## src/rtl/mem_stage_access_ctrl_pkg.sv

```systemverilog
// Shared definitions for the MEM-stage access controller: RV32I load/store FUNCT3
// codes, controller state encoding and the access legality rule.
package mem_stage_access_ctrl_pkg;

  localparam logic [2:0] F3_LB  = 3'b000;
  localparam logic [2:0] F3_LH  = 3'b001;
  localparam logic [2:0] F3_LW  = 3'b010;
  localparam logic [2:0] F3_LBU = 3'b100;
  localparam logic [2:0] F3_LHU = 3'b101;
  localparam logic [2:0] F3_SB  = 3'b000;
  localparam logic [2:0] F3_SH  = 3'b001;
  localparam logic [2:0] F3_SW  = 3'b010;

  typedef enum logic [1:0] {
    ST_IDLE = 2'd0,
    ST_REQ  = 2'd1,
    ST_DONE = 2'd2
  } state_t;

  // Exactly one of read/write, a known size, natural alignment; stores have no unsigned forms.
  function automatic logic op_legal(input logic i_rd, input logic i_wr,
                                    input logic [2:0] i_f3, input logic [1:0] i_lo);
    logic ok;
    case (i_f3)
      F3_LB, F3_LBU: ok = 1'b1;
      F3_LH, F3_LHU: ok = ~i_lo[0];
      F3_LW:         ok = (i_lo == 2'b00);
      default:       ok = 1'b0;
    endcase
    return ok & (i_rd ^ i_wr) & ~(i_wr & i_f3[2]);
  endfunction

endpackage

```

## src/rtl/mem_stage_access_ctrl_if.sv

```systemverilog
// Data-memory request/acknowledge bus between the MEM-stage controller and the memory.
interface mem_stage_access_ctrl_if;
  logic        MEM_REQ;
  logic        MEM_WE;
  logic [31:0] MEM_ADDR;
  logic [31:0] MEM_WDATA;
  logic [3:0]  MEM_BYTE_EN;
  logic [31:0] MEM_RDATA;
  logic        MEM_ACK;

  modport master (
    output MEM_REQ, MEM_WE, MEM_ADDR, MEM_WDATA, MEM_BYTE_EN,
    input  MEM_RDATA, MEM_ACK
  );

  modport slave (
    input  MEM_REQ, MEM_WE, MEM_ADDR, MEM_WDATA, MEM_BYTE_EN,
    output MEM_RDATA, MEM_ACK
  );
endinterface

```

## src/rtl/mem_stage_access_ctrl_load_align.sv

```systemverilog
// Byte-lane decode for an access: byte enables from size/offset, and lane select
// plus sign/zero extension of the returned read word.
module mem_load_align
  import mem_stage_access_ctrl_pkg::*;
(
  input  logic [2:0]  i_funct3,
  input  logic [1:0]  i_addr_lo,
  input  logic [31:0] i_rdata,
  output logic [3:0]  o_byte_en,
  output logic [31:0] o_load_data
);

  logic [7:0]  w_byte;
  logic [15:0] w_half;

  assign w_byte = i_rdata[{i_addr_lo, 3'b000} +: 8];
  assign w_half = i_rdata[{i_addr_lo[1], 4'b0000} +: 16];

  // Size field alone decides the lane mask, so loads and stores share it.
  always_comb begin
    o_byte_en = 4'b0000;
    case (i_funct3[1:0])
      2'b00:   o_byte_en = 4'b0001 << i_addr_lo;
      2'b01:   o_byte_en = 4'b0011 << {i_addr_lo[1], 1'b0};
      2'b10:   o_byte_en = 4'b1111;
      default: o_byte_en = 4'b0000;
    endcase
  end

  // Extract and extend the addressed lane.
  always_comb begin
    o_load_data = 32'h0000_0000;
    case (i_funct3)
      F3_LB:   o_load_data = {{24{w_byte[7]}}, w_byte};
      F3_LH:   o_load_data = {{16{w_half[15]}}, w_half};
      F3_LW:   o_load_data = i_rdata;
      F3_LBU:  o_load_data = {24'h00_0000, w_byte};
      F3_LHU:  o_load_data = {16'h0000, w_half};
      default: o_load_data = 32'h0000_0000;
    endcase
  end

endmodule

```

## src/rtl/mem_stage_access_ctrl.sv

```systemverilog
// MEM-stage data-memory access sequencer: turns the EX/MEM load/store into a req/ack
// transaction, stalls the pipeline until it completes and returns extended load data.
module mem_stage_access_ctrl
  import mem_stage_access_ctrl_pkg::*;
#(
  parameter int TIMEOUT_CYCLES = 255
) (
  input  logic                    CLK,
  input  logic                    RESET,
  input  logic                    MEM_READ,
  input  logic                    MEM_WRITE,
  input  logic [2:0]              FUNCT3,
  input  logic [31:0]             ADDRESS,
  input  logic [31:0]             STORE_DATA,
  mem_stage_access_ctrl_if.master bus,
  output logic [31:0]             LOAD_DATA,
  output logic                    STALL,
  output logic                    ACCESS_FAULT,
  output logic                    MEM_ERROR
);

  localparam int CNT_W = $clog2(TIMEOUT_CYCLES + 1);
  localparam logic [CNT_W-1:0] CNT_LAST = CNT_W'(TIMEOUT_CYCLES - 1);

  state_t           r_state;
  state_t           w_next_state;
  logic [CNT_W-1:0] r_cnt;
  logic             r_req;
  logic             r_we;
  logic [31:0]      r_addr;
  logic [31:0]      r_wdata;
  logic [3:0]       r_be;
  logic [31:0]      r_load_data;
  logic             r_error;
  logic [2:0]       r_funct3;
  logic [1:0]       r_addr_lo;
  logic             r_is_load;

  logic             w_op;
  logic             w_legal;
  logic             w_ack;
  logic             w_timeout;
  logic [2:0]       w_funct3;
  logic [1:0]       w_addr_lo;
  logic [3:0]       w_be;
  logic [31:0]      w_load_data;
  logic [31:0]      w_wdata;

  assign w_op      = MEM_READ | MEM_WRITE;
  assign w_legal   = op_legal(MEM_READ, MEM_WRITE, FUNCT3, ADDRESS[1:0]);
  assign w_ack     = (r_state == ST_REQ) && bus.MEM_ACK;
  assign w_timeout = (r_state == ST_REQ) && !bus.MEM_ACK && (r_cnt == CNT_LAST);

  // The decoder sees the live op while issuing and the latched op while waiting for ACK.
  assign w_funct3  = (r_state == ST_REQ) ? r_funct3  : FUNCT3;
  assign w_addr_lo = (r_state == ST_REQ) ? r_addr_lo : ADDRESS[1:0];

  mem_load_align u_align (
    .i_funct3    (w_funct3),
    .i_addr_lo   (w_addr_lo),
    .i_rdata     (bus.MEM_RDATA),
    .o_byte_en   (w_be),
    .o_load_data (w_load_data)
  );

  always_comb begin
    w_wdata = STORE_DATA;
    case (FUNCT3[1:0])
      2'b00:   w_wdata = {4{STORE_DATA[7:0]}};
      2'b01:   w_wdata = {2{STORE_DATA[15:0]}};
      default: w_wdata = STORE_DATA;
    endcase
  end

  // Next state plus the combinational stall/fault; both are forced low while in reset.
  always_comb begin
    w_next_state = r_state;
    STALL        = 1'b0;
    ACCESS_FAULT = 1'b0;
    case (r_state)
      ST_IDLE: begin
        if (w_legal) begin
          w_next_state = ST_REQ;
          STALL        = 1'b1;
        end else begin
          ACCESS_FAULT = w_op;
        end
      end
      ST_REQ: begin
        STALL = 1'b1;
        if (w_ack || w_timeout) begin
          w_next_state = ST_DONE;
        end else begin
          w_next_state = ST_REQ;
        end
      end
      ST_DONE: w_next_state = ST_IDLE;
      default: w_next_state = ST_IDLE;
    endcase
    if (RESET) begin
      STALL        = 1'b0;
      ACCESS_FAULT = 1'b0;
    end else begin
      STALL        = STALL;
      ACCESS_FAULT = ACCESS_FAULT;
    end
  end

  always_ff @(posedge CLK) begin
    if (RESET) begin
      r_state <= ST_IDLE;
    end else begin
      r_state <= w_next_state;
    end
  end

  // Bus outputs stay frozen from issue until ACK; only MEM_REQ drops when the access ends.
  always_ff @(posedge CLK) begin
    if (RESET) begin
      r_cnt       <= '0;
      r_req       <= 1'b0;
      r_we        <= 1'b0;
      r_addr      <= 32'h0000_0000;
      r_wdata     <= 32'h0000_0000;
      r_be        <= 4'b0000;
      r_load_data <= 32'h0000_0000;
      r_error     <= 1'b0;
      r_funct3    <= 3'b000;
      r_addr_lo   <= 2'b00;
      r_is_load   <= 1'b0;
    end else begin
      case (r_state)
        ST_IDLE: begin
          if (w_legal) begin
            r_req     <= 1'b1;
            r_we      <= MEM_WRITE;
            r_addr    <= {ADDRESS[31:2], 2'b00};
            r_wdata   <= w_wdata;
            r_be      <= w_be;
            r_funct3  <= FUNCT3;
            r_addr_lo <= ADDRESS[1:0];
            r_is_load <= MEM_READ;
            r_cnt     <= '0;
          end
        end
        ST_REQ: begin
          if (w_ack) begin
            r_req <= 1'b0;
            if (r_is_load) begin
              r_load_data <= w_load_data;
            end
          end else if (w_timeout) begin
            r_req   <= 1'b0;
            r_error <= 1'b1;
            if (r_is_load) begin
              r_load_data <= 32'h0000_0000;
            end
          end else begin
            r_cnt <= r_cnt + CNT_W'(1);
          end
        end
        default: r_cnt <= r_cnt;
      endcase
    end
  end

  assign bus.MEM_REQ     = r_req;
  assign bus.MEM_WE      = r_we;
  assign bus.MEM_ADDR    = r_addr;
  assign bus.MEM_WDATA   = r_wdata;
  assign bus.MEM_BYTE_EN = r_be;
  assign LOAD_DATA       = r_load_data;
  assign MEM_ERROR       = r_error;

endmodule

```

## src/flat_wrapper.sv

```systemverilog
// flat-port wrapper written by rule: the top's interface ports become plain ports
module mem_stage_access_ctrl_flat import mem_stage_access_ctrl_pkg::*;
#(
  parameter int TIMEOUT_CYCLES = 255
)
  (CLK, RESET, MEM_READ, MEM_WRITE, FUNCT3, ADDRESS, STORE_DATA, LOAD_DATA, STALL, ACCESS_FAULT, MEM_ERROR, bus_MEM_REQ, bus_MEM_WE, bus_MEM_ADDR, bus_MEM_WDATA, bus_MEM_BYTE_EN, bus_MEM_RDATA, bus_MEM_ACK);
  mem_stage_access_ctrl_if bus_i ();
  input  logic CLK;
  input  logic RESET;
  input  logic MEM_READ;
  input  logic MEM_WRITE;
  input  logic [2:0] FUNCT3;
  input  logic [31:0] ADDRESS;
  input  logic [31:0] STORE_DATA;
  output logic [31:0] LOAD_DATA;
  output logic STALL;
  output logic ACCESS_FAULT;
  output logic MEM_ERROR;
  output wire logic [$bits(bus_i.MEM_REQ)-1:0] bus_MEM_REQ;
  output wire logic [$bits(bus_i.MEM_WE)-1:0] bus_MEM_WE;
  output wire logic [$bits(bus_i.MEM_ADDR)-1:0] bus_MEM_ADDR;
  output wire logic [$bits(bus_i.MEM_WDATA)-1:0] bus_MEM_WDATA;
  output wire logic [$bits(bus_i.MEM_BYTE_EN)-1:0] bus_MEM_BYTE_EN;
  input wire logic [$bits(bus_i.MEM_RDATA)-1:0] bus_MEM_RDATA;
  input wire logic [$bits(bus_i.MEM_ACK)-1:0] bus_MEM_ACK;
  assign bus_MEM_REQ = bus_i.MEM_REQ;
  assign bus_MEM_WE = bus_i.MEM_WE;
  assign bus_MEM_ADDR = bus_i.MEM_ADDR;
  assign bus_MEM_WDATA = bus_i.MEM_WDATA;
  assign bus_MEM_BYTE_EN = bus_i.MEM_BYTE_EN;
  assign bus_i.MEM_RDATA = bus_MEM_RDATA;
  assign bus_i.MEM_ACK = bus_MEM_ACK;
  mem_stage_access_ctrl #(.TIMEOUT_CYCLES(TIMEOUT_CYCLES)) u_core (.CLK(CLK), .RESET(RESET), .MEM_READ(MEM_READ), .MEM_WRITE(MEM_WRITE), .FUNCT3(FUNCT3), .ADDRESS(ADDRESS), .STORE_DATA(STORE_DATA), .bus(bus_i), .LOAD_DATA(LOAD_DATA), .STALL(STALL), .ACCESS_FAULT(ACCESS_FAULT), .MEM_ERROR(MEM_ERROR));
endmodule
```

## config.mk

```make
export PLATFORM = sky130hd
export DESIGN_NAME = mem_stage_access_ctrl_flat
export DESIGN_NICKNAME = d
export VERILOG_FILES = /design/src/rtl/mem_stage_access_ctrl_pkg.sv /design/src/rtl/mem_stage_access_ctrl_if.sv /design/src/rtl/mem_stage_access_ctrl_load_align.sv /design/src/rtl/mem_stage_access_ctrl.sv /design/src/flat_wrapper.sv
export SDC_FILE = /design/constraint.sdc
export NUM_CORES = 1
export LEC_CHECK = 0
export ABC_AREA = 1
export CORE_MARGIN = 1.5
export CORE_UTILIZATION = 45
export CTS_CLUSTER_DIAMETER = 50
export DETAILED_ROUTE_END_ITERATION = 7
export PLACE_DENSITY = 0.9
export SYNTH_ARGS = -nofsm -noshare
export SYNTH_HDL_FRONTEND = slang
export SYNTH_SLANG_ARGS = --single-unit
```

## constraint.sdc

```tcl
create_clock -name CLK -period 4.94 [get_ports CLK]
set_input_delay 0.988 -clock CLK [delete_from_list [all_inputs] [get_ports CLK]]
set_output_delay 0.988 -clock CLK [all_outputs]
set_load 0.1 [all_outputs]
```

* Yosys cells after proc, flatten, opt, wreduce, memory -nomap -nowiden
Cells that the tools add are included.
** Word-level totals
- Flip-flop bits (word level) :: 117
- Output and inout bits :: 105
** Operators by class
- $add $sub $neg :: 1
- Equality and inequality tests :: 17
- Shift operators :: 4
- Mux-type cells :: 27
- Bitwise gates (word level) :: 8
- Reductions and logical operators :: 20
** Operators by type and width (count)
- $pmux 32 s5 :: 1
- $mux 32 :: 4
- $pmux 32 s2 :: 1
- $shiftx 32x6->16 :: 1
- $shiftx 32x6->8 :: 1
- $mux 8 :: 3
- $pmux 8 s2 :: 1
- $eq 3x3->1 const B :: 4
- $pmux 4 s3 :: 1
- $reduce_and 3->1 :: 3
- $add 8x1->8 const B :: 1
- $eq 8x8->1 const B :: 1
- $logic_not 2->1 :: 4
- $mux 1 :: 8
- $eq 2x1->1 const B :: 3
- $eq 3x1->1 const B :: 2
- $eq 3x2->1 const B :: 2
- $logic_not 3->1 :: 2
- $mux 2 :: 3
- $ne 2x2->1 const B :: 2
- $pmux 1 s2 :: 2
- $pmux 2 s2 :: 1
- $reduce_and 4->1 :: 1
- $reduce_bool 2->1 :: 2
- 16 further kinds :: 23

* Depth between registers and ports, before layout
- Depth in word-level cells :: 8
- Mapped depth :: 13

* Modules after synthesis
A second synthesis with hierarchy kept.
** Second synthesis, totals
- Cells, all modules :: 869
- Area, all modules :: 5671.7 µm²
** Modules (own cells, without submodules)
- mem_stage_access_ctrl :: instances 1, cells each 683, area an instance 4824.6 µm², seq. area each 2342.2 µm²
- mem_load_align :: instances 1, cells each 186, area an instance 847.1 µm², seq. area each 0.0 µm²

* Worst setup path after synthesis
OpenSTA, ideal clock, no wires.
- Path kind :: in2out
- Start point :: input port MEM_WRITE
- End point :: output port ACCESS_FAULT
- Arrival :: 3.569 ns
- Required time :: 3.952 ns
- Path slack :: 0.383 ns
- Stages :: 7
- Path buffers :: 0
- Cells stage by stage :: inv_1 > ha_1 > o21ai_0 > a21oi_1 > nand2_1 > nand2_1 > nor3_1
** On the way
- Word-level cells in the longest chain between the ends :: 6
- Elaborated cells on any way between the ends :: 9
** Ends and longest elaborated chain
- start: declaration :: RTL line flat_wrapper.sv:11 : input logic MEM_WRITE;
- $xor 1x1->1 or $and 1x1->1 (tied branches) :: RTL line mem_stage_access_ctrl_pkg.sv:30 : return ok & (i_rd ^ i_wr) & ~(i_wr & i_f3[2]);
- $and 1x1->1 or $not 1->1 (tied branches) :: RTL line mem_stage_access_ctrl_pkg.sv:30
- $and 1x1->1 :: RTL line mem_stage_access_ctrl_pkg.sv:30
- $mux 1 * :: RTL line mem_stage_access_ctrl.sv:82 : if (w_legal) begin
- $mux 1 * :: RTL line mem_stage_access_ctrl.sv:80 : case (r_state)
- $mux 1 * :: RTL line mem_stage_access_ctrl.sv:100 : if (RESET) begin
- end: declaration :: RTL line flat_wrapper.sv:17 : output logic ACCESS_FAULT;
Every way passes the cells marked *; elsewhere a longest branch is shown, timed or not.

* Final worst setup path
- Start point :: input port MEM_READ
- End point :: output port STALL
** On the way
- Word-level cells in the longest chain between the ends :: 6
** Ends and longest elaborated chain
- start: declaration :: RTL line flat_wrapper.sv:10 : input logic MEM_READ;
- $xor 1x1->1 :: RTL line mem_stage_access_ctrl_pkg.sv:30
- $and 1x1->1 (2 in a row) :: RTL line mem_stage_access_ctrl_pkg.sv:30
- $mux 1 :: RTL line mem_stage_access_ctrl.sv:82
- $pmux 1 s2 :: RTL line mem_stage_access_ctrl.sv:80
- $mux 1 :: RTL line mem_stage_access_ctrl.sv:100
- end: declaration :: RTL line flat_wrapper.sv:16 : output logic STALL;
Every way passes these cells.

==> metrics.txt <==
first-pass GRT wire length 27.5 mm; synth top area cells dfxtp_1 41%, nand2_1 19%, a21oi_1 10%, nand3_1 5.8%, inv_1 3.2%; # clock sinks 117; post-route DRC violation count 0; Starting Density 46.8%; Static Leak 3.34 nW; filler cell count 1026; Total Nets Final 1100; core area 12200 µm²; DRT antenna net count 0; Least-Margin Pin Slew 1.13 ns; number of port buffers 206; status finished clean; Synth Cell Area 5710 µm²; fin crit share 74.3%; worst skew pair latency 0.42 ns; post-CTS resize count 0; pin count of the biggest net entering global routing 82; area of the multi-input gates 2870 µm²; largest area contributor in the netlist dfxtp_1; cell row count 40; First-pass DRT Iterations 5; critical path arrival 2.68 ns; Total GRT Usage 26.5%; min cycle time layout 3.67 ns; critical path startpoint category input port; post-synth cell types 35; # IOs 209; final wirelength 17.8 mm; Seq cells post-synth 117; CTS tree done; dpl ws 1.28 ns; Yosys top cell area share 41.0%; Die X 116 µm; max-slew violations 0; Final Hold Fails 0; final HPWL from detailed placement 12.1 mm; Area growth, synth to finish 46.1%; cells after synthesis 813; max_slew headroom 24.7%; share of cells above drive strength 1 8.47%; Setup CP Type in -> out; post-layout util 68.3%; Hold WC Path Type reg -> reg; initial antenna violation count 0; worst vdd ir 0.279 mV; Critical Path RT 3.95 ns; PwrDens 345 nW/µm²; final setup margin 1.27 ns; vias in the first global route 5700; RD Place Congestion 0.882; number of DRC markers in iteration 0 514; Inserted Clock Buffers 17; nature of the critical path endpoint output pin; H-tree depth 4; setup bufs post-CTS 0; top-count cell post-synth nand2_1; vias per inst 5.17; f_max 273 MHz; Critical Path Fanout Max 3; # diodes 0; Tot Pwr 2.88 mW; Remaining Overflow, GRT 0; Syn Area/Cell 7.02 µm²; Async SR Flop Fraction 0%; CTS root buf clkbuf_16; Sequential Area 2340 µm²; Setup TNS Final 0 ns; wire per inst 15.2 µm; hold buffer count at CTS 0; unrepaired setup endpoints after global routing false; Die Footprint 13400 µm²; Clock Skews 0.00936 ns; Vert. Die Dim 116 µm; Syn. warnings 0; Max Root-Sink Buffers 2; Reg clk slew, reported paths 0.05 ns; top cells by count, synth 296 x nand2_1, 117 x dfxtp_1, 116 x a21oi_1; post-synthesis sequential area ratio 41.0%; Setup violations, final 0; Main synth FF type dfxtp_1; Max Cap Violations 0; EDFF count, synth 0; Vias 6049
## kinds of logic after synthesis
kind of cell / synth area share, %
buf+inv: 8.72
simple gates: 32.6
other cells: 0.0657
compound gates: 16.6
fa+ha+maj: 0.657
flops: 41.0
xor+xnor: 0.307
## through the flow
| stage | hold slack (ns) | area (µm²) | cells |
|---|---|---|---|
| 2_1_floorplan | 0.430 | 5710 | 814 |
| 3_3_place_gp | 0.437 | 7750 | 1142 |
| 3_5_place_dp | 0.441 | 7750 | 1142 |
| 4_1_cts | 0.448 | 8350 | 1171 |
| 5_1_grt | 0.477 | 8350 | 1171 |
| 6_report | 0.448 | 8350 | 1171 |
## area by class of cell
class / instances / area share (%)
clock buffer: 20 / 5.59
clock inverter: 9 / 1.54
tap: 168 / 2.52
inverter: 55 / 2.50
timing repair buffer: 211 / 25.3
multi-input combinational: 591 / 34.4
sequential: 117 / 28.1
## layer usage
layer  vias up  part of all wire, %  GRT usage, %
li1       2989                    -             -
met2       262                   49          46.2
met3        21                  9.2          10.0
met1      2777                   40          29.9
met5         -                    0             0
met4         0                  1.4          8.37
## power by group
group          switching (mW)  internal [mW]  leakage [nW]  total (mW)
Combinational           0.437          0.195          2.10       0.632
Clock                   0.426          0.821         0.290        1.25
Sequential             0.0187          0.979         0.948       0.997
## registers in the layout, indices dropped and copies added (netlist names)
register and flops:
u_core.r_addr_lo 2, u_core.bus.MEM_WDATA 32, u_core.bus.MEM_BYTE_EN 4, u_core.bus.MEM_ADDR 30, u_core.bus.MEM_WE 1, u_core.bus.MEM_REQ 1
u_core.MEM_ERROR 1, u_core.r_state 2, u_core.LOAD_DATA 32, u_core.r_funct3 3, u_core.r_cnt 8, u_core.r_is_load 1
## cells in the final DEF (no fill, tap or decap), types with 2 or more instances in the layout
cell type	count
a21oi_1	116
a21oi_2	9
buf_12	2
buf_4	5
bufinv_16	3
clkbuf_16	17
clkbuf_8	3
clkdlybuf4s50_1	203
clkinv_2	3
clkinvlp_4	2
conb_1	2
dfxtp_1	117
ha_1	3
inv_1	49
inv_2	5
nand2_1	296
nand2_2	4
nand2_4	10
nand3_1	66
nand3_2	9
nand3_4	2
nor2_1	15
nor2_4	2
nor3_1	2
nor4_1	2
o211a_1	8
o21ai_0	35
xor2_1	2
## worst max-delay path, stage by stage
cell and delay [ns]:
clkdlybuf4s50_1 0.47, inv_1 0.05, ha_1 0.26, o21ai_0 0.07, a21oi_1 0.21, nand3_2 0.14
a21oi_1 0.27, buf_12 0.22
## final timing paths
path	start	end	slack, ns	depth (start not counted)
worst max-delay path	MEM_READ	STALL	1.27	8
worst min-delay path	u_core.MEM_ERROR	u_core.MEM_ERROR	0.45	2
worst max register to register	u_core.r_state[0]	u_core.LOAD_DATA[28]	2.61	7
worst min register to register	u_core.MEM_ERROR	u_core.MEM_ERROR	0.45	2
No activity file was read; power rests on OpenSTA's default activity.
